==> config.mk <==
export PLATFORM = sky130hd
export DESIGN_NAME = fb_rect_fill_flat
export DESIGN_NICKNAME = d
export VERILOG_FILES = /design/src/rtl/fb_pkg.sv /design/src/rtl/fb_rect_fill_if.sv /design/src/rtl/fb_rect_addr_gen.sv /design/src/rtl/fb_rect_fill.sv /design/src/flat_wrapper.sv
export SDC_FILE = /design/constraint.sdc
export NUM_CORES = 1
export LEC_CHECK = 0
export ABC_AREA = 1
export BUFFER_PORTS_ARGS = -buffer_cell sky130_fd_sc_hd__buf_4
export CORE_MARGIN = 2
export CORE_UTILIZATION = 60
export DETAILED_ROUTE_END_ITERATION = 7
export PLACE_DENSITY = 0.81
export SYNTH_ARGS = -nofsm -noshare
export SYNTH_HDL_FRONTEND = slang
export SYNTH_SLANG_ARGS = --single-unit
==> constraint.sdc <==
create_clock -name clk -period 9.8 [get_ports clk]
set_input_delay 1.96 -clock clk [delete_from_list [all_inputs] [get_ports clk]]
set_output_delay 1.96 -clock clk [all_outputs]
set_load 0.02 [all_outputs]
==> src/rtl/fb_pkg.sv <==
// Shared types and widths for the framebuffer rectangle-fill initiator.
package fb_pkg;

  localparam int unsigned FB_ADDR_W = 24;
  localparam int unsigned FB_DATA_W = 16;

  typedef logic [FB_DATA_W-1:0] pixel_t;
  typedef logic [FB_ADDR_W-1:0] fb_addr_t;

  typedef enum logic [1:0] {
    IDLE,
    REQ,
    GAP,
    DONE
  } fill_state_t;

endpackage

==> src/rtl/fb_rect_fill_if.sv <==
// Framebuffer access port: write request from the initiator, ack from the responder.
interface fb_rect_fill_if;
  import fb_pkg::*;

  logic     sel_o;
  logic     wr_o;
  logic [3:0] mask_o;
  fb_addr_t address_o;
  pixel_t   data_o;
  logic     ack_i;

  modport master (
    output sel_o,
    output wr_o,
    output mask_o,
    output address_o,
    output data_o,
    input  ack_i
  );

  modport slave (
    input  sel_o,
    input  wr_o,
    input  mask_o,
    input  address_o,
    input  data_o,
    output ack_i
  );

endinterface

==> src/rtl/fb_rect_addr_gen.sv <==
// Clips the rectangle to the framebuffer and walks its pixel addresses row-major.
// row_addr holds the address of the first pixel of the current row (x offset included),
// so moving to the next row is a single add of the row stride.
module fb_rect_addr_gen
  import fb_pkg::*;
#(
  parameter int unsigned FB_WIDTH  = 640,
  parameter int unsigned FB_HEIGHT = 480,
  parameter int unsigned COORD_W   =
    $clog2((FB_WIDTH > FB_HEIGHT ? FB_WIDTH : FB_HEIGHT) + 1)
) (
  input  logic               clk,
  input  logic               reset_i,
  input  logic               load,
  input  logic               step,
  input  fb_addr_t           base_address,
  input  logic [COORD_W-1:0] x,
  input  logic [COORD_W-1:0] y,
  input  logic [COORD_W-1:0] width,
  input  logic [COORD_W-1:0] height,
  output logic               last,
  output logic               empty,
  output fb_addr_t           address
);

  localparam logic [COORD_W-1:0] WidthC     = COORD_W'(FB_WIDTH);
  localparam logic [COORD_W-1:0] HeightC    = COORD_W'(FB_HEIGHT);
  localparam fb_addr_t           RowStride  = fb_addr_t'(FB_WIDTH);

  logic [COORD_W-1:0] eff_w_d, eff_h_d;
  logic [COORD_W-1:0] eff_w_q, eff_h_q;
  logic [COORD_W-1:0] x_cnt_q, y_cnt_q;
  fb_addr_t           row_start;
  fb_addr_t           row_addr_q, addr_q;
  logic               row_end;

  // Clip size against the framebuffer edges; an origin outside gives zero size.
  always_comb begin
    eff_w_d = '0;
    eff_h_d = '0;
    if (x < WidthC) begin
      eff_w_d = (width > WidthC - x) ? WidthC - x : width;
    end
    if (y < HeightC) begin
      eff_h_d = (height > HeightC - y) ? HeightC - y : height;
    end
  end

  // Single constant multiply, used only in the load cycle.
  assign row_start = base_address + fb_addr_t'(y) * RowStride + fb_addr_t'(x);

  assign row_end = (x_cnt_q == eff_w_q - COORD_W'(1));
  assign last    = row_end && (y_cnt_q == eff_h_q - COORD_W'(1));
  assign empty   = (eff_w_q == '0) || (eff_h_q == '0);
  assign address = addr_q;

  // Counters and address registers: load at command start, advance one pixel per step.
  always_ff @(posedge clk or posedge reset_i) begin
    if (reset_i) begin
      eff_w_q    <= '0;
      eff_h_q    <= '0;
      x_cnt_q    <= '0;
      y_cnt_q    <= '0;
      row_addr_q <= '0;
      addr_q     <= '0;
    end else if (load) begin
      eff_w_q    <= eff_w_d;
      eff_h_q    <= eff_h_d;
      x_cnt_q    <= '0;
      y_cnt_q    <= '0;
      row_addr_q <= row_start;
      addr_q     <= row_start;
    end else if (step) begin
      if (row_end) begin
        x_cnt_q    <= '0;
        y_cnt_q    <= y_cnt_q + COORD_W'(1);
        row_addr_q <= row_addr_q + RowStride;
        addr_q     <= row_addr_q + RowStride;
      end else begin
        x_cnt_q <= x_cnt_q + COORD_W'(1);
        addr_q  <= addr_q + fb_addr_t'(1);
      end
    end
  end

endmodule

==> src/rtl/fb_rect_fill.sv <==
// Solid rectangle fill: one framebuffer write per pixel, with early abort.
// A start spends one cycle (load_q) in IDLE while the address generator settles,
// so busy_o rises one cycle before the first request.
module fb_rect_fill
  import fb_pkg::*;
#(
  parameter int unsigned FB_WIDTH  = 640,
  parameter int unsigned FB_HEIGHT = 480,
  parameter int unsigned COORD_W   =
    $clog2((FB_WIDTH > FB_HEIGHT ? FB_WIDTH : FB_HEIGHT) + 1)
) (
  input  logic               clk,
  input  logic               reset_i,
  input  logic               start_i,
  input  logic               abort_i,
  input  fb_addr_t           base_address_i,
  input  logic [COORD_W-1:0] x_i,
  input  logic [COORD_W-1:0] y_i,
  input  logic [COORD_W-1:0] width_i,
  input  logic [COORD_W-1:0] height_i,
  input  pixel_t             color_i,
  output logic               busy_o,
  output logic               done_o,
  output logic               aborted_o,
  fb_rect_fill_if.master     bus
);

  fill_state_t state_q, state_d;
  logic        load_q, load_d;
  logic        aborted_q, aborted_d;
  pixel_t      color_q;
  logic        accept;
  logic        gen_step, gen_last, gen_empty;
  fb_addr_t    gen_address;

  assign accept = (state_q == IDLE) && !load_q && start_i;

  fb_rect_addr_gen #(
    .FB_WIDTH  (FB_WIDTH),
    .FB_HEIGHT (FB_HEIGHT),
    .COORD_W   (COORD_W)
  ) u_addr_gen (
    .clk          (clk),
    .reset_i      (reset_i),
    .load         (accept),
    .step         (gen_step),
    .base_address (base_address_i),
    .x            (x_i),
    .y            (y_i),
    .width        (width_i),
    .height       (height_i),
    .last         (gen_last),
    .empty        (gen_empty),
    .address      (gen_address)
  );

  // Next state: a granted request always completes before abort is honoured.
  always_comb begin
    state_d   = state_q;
    load_d    = 1'b0;
    aborted_d = aborted_q;
    gen_step  = 1'b0;
    unique case (state_q)
      IDLE: begin
        if (load_q) begin
          state_d = gen_empty ? DONE : REQ;
        end else if (start_i) begin
          load_d    = 1'b1;
          aborted_d = 1'b0;
        end
      end
      REQ: begin
        if (bus.ack_i) begin
          gen_step = 1'b1;
          if (gen_last) begin
            state_d = DONE;
          end else if (abort_i) begin
            state_d   = DONE;
            aborted_d = 1'b1;
          end else begin
            state_d = GAP;
          end
        end
      end
      GAP: begin
        if (abort_i) begin
          state_d   = DONE;
          aborted_d = 1'b1;
        end else begin
          state_d = REQ;
        end
      end
      DONE:    state_d = IDLE;
      default: state_d = IDLE;
    endcase
  end

  // State, load-cycle flag and abort status registers.
  always_ff @(posedge clk or posedge reset_i) begin
    if (reset_i) begin
      state_q   <= IDLE;
      load_q    <= 1'b0;
      aborted_q <= 1'b0;
    end else begin
      state_q   <= state_d;
      load_q    <= load_d;
      aborted_q <= aborted_d;
    end
  end

  // Colour is captured with the rest of the command.
  always_ff @(posedge clk or posedge reset_i) begin
    if (reset_i) begin
      color_q <= '0;
    end else if (accept) begin
      color_q <= color_i;
    end
  end

  // Moore outputs straight from registers, so reset clears them without waiting for a clock.
  always_comb begin
    busy_o        = load_q || (state_q == REQ) || (state_q == GAP);
    done_o        = (state_q == DONE);
    aborted_o     = aborted_q;
    bus.sel_o     = (state_q == REQ);
    bus.wr_o      = (state_q == REQ);
    bus.mask_o    = 4'hF;
    bus.address_o = gen_address;
    bus.data_o    = color_q;
  end

endmodule

==> src/flat_wrapper.sv <==
// flat-port wrapper written by rule: the top's interface ports become plain ports
module fb_rect_fill_flat import fb_pkg::*;
#(
  parameter int unsigned FB_WIDTH  = 640,
  parameter int unsigned FB_HEIGHT = 480,
  parameter int unsigned COORD_W   =
    $clog2((FB_WIDTH > FB_HEIGHT ? FB_WIDTH : FB_HEIGHT) + 1)
)
  (clk, reset_i, start_i, abort_i, base_address_i, x_i, y_i, width_i, height_i, color_i, busy_o, done_o, aborted_o, bus_sel_o, bus_wr_o, bus_mask_o, bus_address_o, bus_data_o, bus_ack_i);
  fb_rect_fill_if bus_i ();
  input  logic clk;
  input  logic reset_i;
  input  logic start_i;
  input  logic abort_i;
  input  fb_addr_t base_address_i;
  input  logic [COORD_W-1:0] x_i;
  input  logic [COORD_W-1:0] y_i;
  input  logic [COORD_W-1:0] width_i;
  input  logic [COORD_W-1:0] height_i;
  input  pixel_t color_i;
  output logic busy_o;
  output logic done_o;
  output logic aborted_o;
  output wire logic [$bits(bus_i.sel_o)-1:0] bus_sel_o;
  output wire logic [$bits(bus_i.wr_o)-1:0] bus_wr_o;
  output wire logic [$bits(bus_i.mask_o)-1:0] bus_mask_o;
  output wire logic [$bits(bus_i.address_o)-1:0] bus_address_o;
  output wire logic [$bits(bus_i.data_o)-1:0] bus_data_o;
  input wire logic [$bits(bus_i.ack_i)-1:0] bus_ack_i;
  assign bus_sel_o = bus_i.sel_o;
  assign bus_wr_o = bus_i.wr_o;
  assign bus_mask_o = bus_i.mask_o;
  assign bus_address_o = bus_i.address_o;
  assign bus_data_o = bus_i.data_o;
  assign bus_i.ack_i = bus_ack_i;
  fb_rect_fill #(.FB_WIDTH(FB_WIDTH), .FB_HEIGHT(FB_HEIGHT), .COORD_W(COORD_W)) u_core (.clk(clk), .reset_i(reset_i), .start_i(start_i), .abort_i(abort_i), .base_address_i(base_address_i), .x_i(x_i), .y_i(y_i), .width_i(width_i), .height_i(height_i), .color_i(color_i), .busy_o(busy_o), .done_o(done_o), .aborted_o(aborted_o), .bus(bus_i));
endmodule
; After elaboration in Yosys (flattened, before gate mapping)
; Index checks and enable logic that the tools add are counted.
[classes]
add_sub_neg = 10
multipliers = 1
magnitude_cmp = 4
eq_ne = 10
mux = 34
n_reduce_logical = 16
[op_table]
columns = cell, n
row1 = 24-bit two-way mux, 6
row2 = 10-bit two-way mux, 10
row3 = 24-bit by 1-bit adder with 24-bit output (second input constant), 1
row4 = 24-bit by 10-bit adder with 24-bit output, 1
row5 = 24-bit by 10-bit adder with 24-bit output (second input constant), 1
row6 = 24-bit by 20-bit adder with 24-bit output, 1
row7 = 10-bit by 1-bit adder with 10-bit output (second input constant), 2
row8 = 10-bit == test, 2
row9 = 10-bit > comparator, 2
row10 = 10-bit zero test, 2
row11 = 10-bit by 1-bit subtractor with 10-bit output (second input constant), 2
row12 = 10-bit by 3-bit multiplier with 13-bit output (second input constant), 1
row13 = 1-bit two-way mux, 11
row14 = 10-bit < comparator (second input constant), 1
row15 = 10-bit by 9-bit < comparator with 1-bit output (second input constant), 1
row16 = 2-bit two-way mux, 5
row17 = 10-bit subtractor (first input constant), 1
row18 = 9-bit by 10-bit subtractor with 10-bit output (first input constant), 1
row19 = 2-bit one-hot mux with 4 select lines, 1
row20 = 2-bit inequality test (second input constant), 3
row21 = 5-bit AND reduction, 1
row22 = 2-bit == test (second input constant), 2
row23 = 2-bit by 1-bit inequality test with 1-bit output (second input constant), 2
row24 = 2-bit AND reduction, 2
row25 = 8 further kinds, 13
[word_totals]
reg_bits = 108
in_bits = 85
output_inout_bits = 49
word_cells = 85

; Depth between registers and ports, before layout
[logic_depth]
word_depth = 6
depth_mapped = 24
ltp_nobuf = 24

; Cells and area by module
; A second synthesis with hierarchy kept.
[hier_totals]
hier_cells = 1497
hier_area_um2 = 9938.3
[modules_own_cells]
columns = mod, instances, cells_per_inst, area_per_inst_um2, seq_area_each_um2
row1 = fb_rect_addr_gen, 1, 1373, 8931.1, 2202.1
row2 = fb_rect_fill, 1, 124, 1007.2, 500.5

; Worst setup path after synthesis
; No wires, ideal clock.
[synth_timing]
path_type = input port to flip-flop
startpoint = input port y_i[1]
endpoint = register u_core.u_addr_gen.row_addr_q[19]
setup_ns = 0.118
arrival_ns = 5.119
setup_slack_ns = 4.563
stages = 23
cell_sequence = ha_1 -> ha_1 -> inv_1 -> fa_1 -> o21ai_0 -> a21oi_1 -> o21bai_1 -> nand2_1 -> nand2_1 -> a21oi_1 -> xor2_1 -> ha_1 -> ha_1 -> nand2_1 -> nor2_1 -> and2_1 -> nand4_1 -> nand3_1 -> nand2_1 -> nand3_1 -> o21ai_0 -> nand3_1 -> nand2_1
[synth_via]
elab_chain_cells = 4
[synth_lines]
columns = element, line_no
row1 = "start, declared", flat_wrapper.sv:17  ; input logic [COORD_W-1:0] y_i;
row2 = 10-bit by 3-bit multiplier with 13-bit output, fb_rect_addr_gen.sv:50  ; assign row_start = base_address + fb_addr_t'(y) * RowStride + fb_addr_t'(x);
row3 = 24-bit by 20-bit adder with 24-bit output, fb_rect_addr_gen.sv:50
row4 = 24-bit by 10-bit adder with 24-bit output, fb_rect_addr_gen.sv:50
row5 = 24-bit two-way mux, fb_rect_addr_gen.sv:66  ; end else if (load) begin
row6 = "end signal, assigned", fb_rect_addr_gen.sv:71  ; row_addr_q <= row_start;
row7 = "end signal, assigned", fb_rect_addr_gen.sv:77  ; row_addr_q <= row_addr_q + RowStride;
row8 = "end, declared", fb_rect_addr_gen.sv:34  ; fb_addr_t row_addr_q, addr_q;
; No other way between the ends.
; A chain may end at the register's enable or synchronous reset.

; Worst setup path in the final report
[layout_timing]
startpoint = input port y_i[3]
endpoint = register u_core.u_addr_gen.row_addr_q[19]
; Same word-level chain as after synthesis.

==> results.json <==
{
  "outcome": "finished clean",
  "avgViaCountPerCell": 5.485,
  "ys.flop_type": "dfrtp_1",
  "cts_buffers": 9,
  "synth_top_area_cell": "dfrtp_1",
  "num_vias": 10048,
  "tns_ps": 0,
  "start_util": 0.6068,
  "synth_cells": 1499,
  "slew_headroom": 0.3336,
  "gp_congestion": 1.004,
  "dp_hpwl_um": 20440,
  "p_comb_frac": 0.584,
  "drv_slew": 0,
  "die_h_um": 132.6,
  "grt_use_total": 0.3056,
  "worst_ep_arrival_time_ps": 5700,
  "p_clk_frac": 0.132,
  "switchingPower_w": 0.001461,
  "ys_top_cells_by_area": "dfrtp_1 27%, nand2_1 18%, ha_1 11%",
  "synth-async-reset-ratio": 1.000,
  "die-area_mm2": 0.01758,
  "cts_max_path_buffers": 2,
  "h-tree-depth": 3,
  "holdWs_ps": 482.4,
  "row_count": 47,
  "powerDensity_mw_per_mm2": 256.6,
  "firstDrtPassIters": 5,
  "grt_antenna_before_repair": 0,
  "crit_type": "primary input to flip-flop",
  "worst_setup_path_end_kind": "flip-flop",
  "synth_warnings": 0,
  "start_kind": "primary input",
  "drc_errors": 0,
  "synth.top_cell.area_share": 0.2724,
  "coreArea_mm2": 0.01635,
  "synth_edf_count": 0,
  "finalSetupViolCount": 0,
  "hold_viol_final": 0,
  "ys_ff_latch": 108,
  "postRouteWirelength_um": 26640,
  "leakagePower_nw": 5.994,
  "fin_crit_ps": 5449,
  "postRouteAntennaNets": 0,
  "final.fill_count": 1461,
  "fin_area_mm2": 0.01129,
  "synth_area_mm2": 0.009921,
  "skew_ps": 8.249,
  "synth_cell_type_count": 45,
  "cp_max_fo": 5,
  "hold_buffers": 0,
  "avgSynthCellArea_um2": 6.618,
  "grt_pass1_wl_um": 43900,
  "cts_tree": "built",
  "p_int_w": 0.001436,
  "nets": 1784,
  "max_clock_freq_mhz": 183.5,
  "layout_setup_ws_ps": 4351,
  "place_inst": 1816,
  "drt_iter0_drc": 970,
  "place_ws_ps": 4031,
  "rsz0062_at_grt": "no",
  "pin_count": 134,
  "worstSkewPairLatency_ps": 370,
  "num_antenna_cells": 0,
  "final-instance-count-excl-fill": 1832,
  "syn_to_final_growth_pct": 13.77,
  "worstPathRequired_ps": 10050,
  "grt_max_degree": 78,
  "root_buffer": "clkbuf_16",
  "die_x_um": 132.6,
  "cts.sink_count": 108,
  "period_share": 0.5560,
  "tightest_slew_ps": 999.6,
  "vdd_drop_max_mv": 0.1591,
  "cts.repair.resized": 0,
  "placement.io_buffers": 129,
  "yosysSeqAreaShare": 0.2724,
  "clk_pin_slew_worst_paths_ps": 70,
  "placed_area_mm2": 0.01099,
  "drive_gt1_frac": 0.1123,
  "p_seq_frac": 0.284,
  "grt_pass1_vias": 9194,
  "grt-ovfl-total": 0,
  "p_sw_frac": 0.5044,
  "hp-class": "flip-flop to flip-flop",
  "postCtsSetupRepairBufs": 0,
  "max-cap-violations": 0,
  "wl_per_cell_um": 14.54
}
metrics by stage:
| stage | power [W] | util |
|---|---|---|
| final | 0.002897 | 0.6904 |
| after global routing | 0.003161 | 0.6904 |
| after CTS | 0.002887 | 0.6904 |
| after detailed placement | 0.002493 | 0.6721 |
| after global placement | 0.002447 | 0.6721 |
| after floorplan | 0.002028 | - |
cells in the mapped netlist (2+ instances only):
| master | count |
|---|---|
| a211oi_1 | 3 |
| o22ai_1 | 12 |
| clkinv_1 | 2 |
| nand2_2 | 2 |
| buf_2 | 5 |
| o21bai_1 | 4 |
| xnor2_1 | 19 |
| nand2_1 | 464 |
| o211ai_1 | 3 |
| nor2_2 | 4 |
| nand3_1 | 117 |
| buf_1 | 4 |
| xor2_1 | 56 |
| o21a_1 | 2 |
| a21oi_2 | 5 |
| clkbuf_1 | 19 |
| buf_4 | 6 |
| nand4_1 | 27 |
| or2_2 | 8 |
| o21ai_0 | 74 |
| a21oi_1 | 73 |
| inv_1 | 170 |
| ha_1 | 87 |
| o21ai_1 | 10 |
| o31ai_1 | 2 |
| nand2_4 | 3 |
| dfrtp_1 | 108 |
| nor2_4 | 4 |
| nand3b_1 | 7 |
| nor3_1 | 24 |
| inv_2 | 2 |
| buf_6 | 3 |
| fa_1 | 5 |
| nor2_1 | 154 |
critical path, stage by stage:
cell	delay (ps)
buf_4	130
ha_1	280
ha_1	140
inv_1	60
fa_1	390
o21ai_0	290
a21oi_1	120
o21bai_1	230
nand2_1	80
nand2_1	60
a21oi_1	60
xor2_1	140
ha_1	280
ha_1	380
nand2_1	130
nor2_1	200
and2_1	180
nand4_1	100
nand3_1	100
nand2_1	50
nand3_1	90
o21ai_0	90
nand3_1	100
nand2_1	60
layer usage:
| layer | vias up | track usage | share of wire |
|---|---|---|---|
| li1 | 5044 | - | - |
| met1 | 4587 | 0.4138 | 0.45 |
| met2 | 360 | 0.5000 | 0.47 |
| met3 | 57 | 0.04636 | 0.061 |
| met4 | 0 | 0.1075 | 0.027 |
| met5 | - | 0 | 0 |
path summary, 6_finish.rpt:
check                                     start                          endpoint  slack (ps)  cells past startpoint
setup reg to reg              u_core.state_q[1]      u_core.u_addr_gen.x_cnt_q[7]        6530                     11
setup / recovery                         y_i[3]  u_core.u_addr_gen.row_addr_q[19]        4350                     24
hold reg to reg            u_core.bus.data_o[2]              u_core.bus.data_o[2]         480                      2
hold / removal             u_core.bus.data_o[2]              u_core.bus.data_o[2]         480                      2
max in group asynchronous               reset_i      u_core.u_addr_gen.eff_h_q[3]        6870                      3
min in group asynchronous               reset_i     u_core.u_addr_gen.address[18]        1590                      2
registers in the layout (all words and copies together) (netlist names):
name and count:
u_core.u_addr_gen.address 24, u_core.u_addr_gen.eff_w_q 10, u_core.load_q 1, u_core.u_addr_gen.y_cnt_q 10
u_core.state_q 2, u_core.u_addr_gen.x_cnt_q 10, u_core.bus.data_o 16, u_core.u_addr_gen.row_addr_q 24
u_core.aborted_o 1, u_core.u_addr_gen.eff_h_q 10
cells by family (layout without fill, tap and decap cells):
| logic type | count (synthesis) | in the layout | synth area share |
|---|---|---|---|
| compound gates | 191 | 191 | 0.1043 |
| xor+xnor | 75 | 75 | 0.06621 |
| fa+ha+maj | 92 | 92 | 0.1198 |
| buf+inv | 213 | 323 | 0.08853 |
| flops | 108 | 108 | 0.2724 |
| other cells | 1 | 4 | 0.0003780 |
| simple gates | 819 | 819 | 0.3483 |
final cells by class:
cell class / instances / area, µm² / area share
tap: 220 / 275.3 / 0.02439
multi-input combinational: 1181 / 6356 / 0.5631
timing repair buffer: 133 / 998.5 / 0.08846
clock buffer: 9 / 225.2 / 0.01995
inverter: 174 / 655.6 / 0.05809
sequential: 108 / 2703 / 0.2394
clock inverter: 7 / 73.82 / 0.006540
cell usage in the layout, fill, tap and decap left out, types with 56 or more instances in the layout:
cell / Yosys / routed
a21oi_1: 73 / 73
buf_4: 6 / 133
dfrtp_1: 108 / 108
ha_1: 87 / 87
inv_1: 170 / 169
nand2_1: 464 / 464
nand3_1: 117 / 116
nor2_1: 154 / 154
o21ai_0: 74 / 74
xor2_1: 56 / 56
power groups by stage:
stage	Sequential, W	Combinational, W	Clock, W
floorplan	0.000862	0.00117	0
global placement	0.000816	0.00163	0
detailed placement	0.000821	0.00167	0
CTS	0.000816	0.00168	0.000387
global route	0.000846	0.00191	0.000405
finish	0.000822	0.00169	0.000384
No activity file was read; power rests on OpenSTA's default activity.
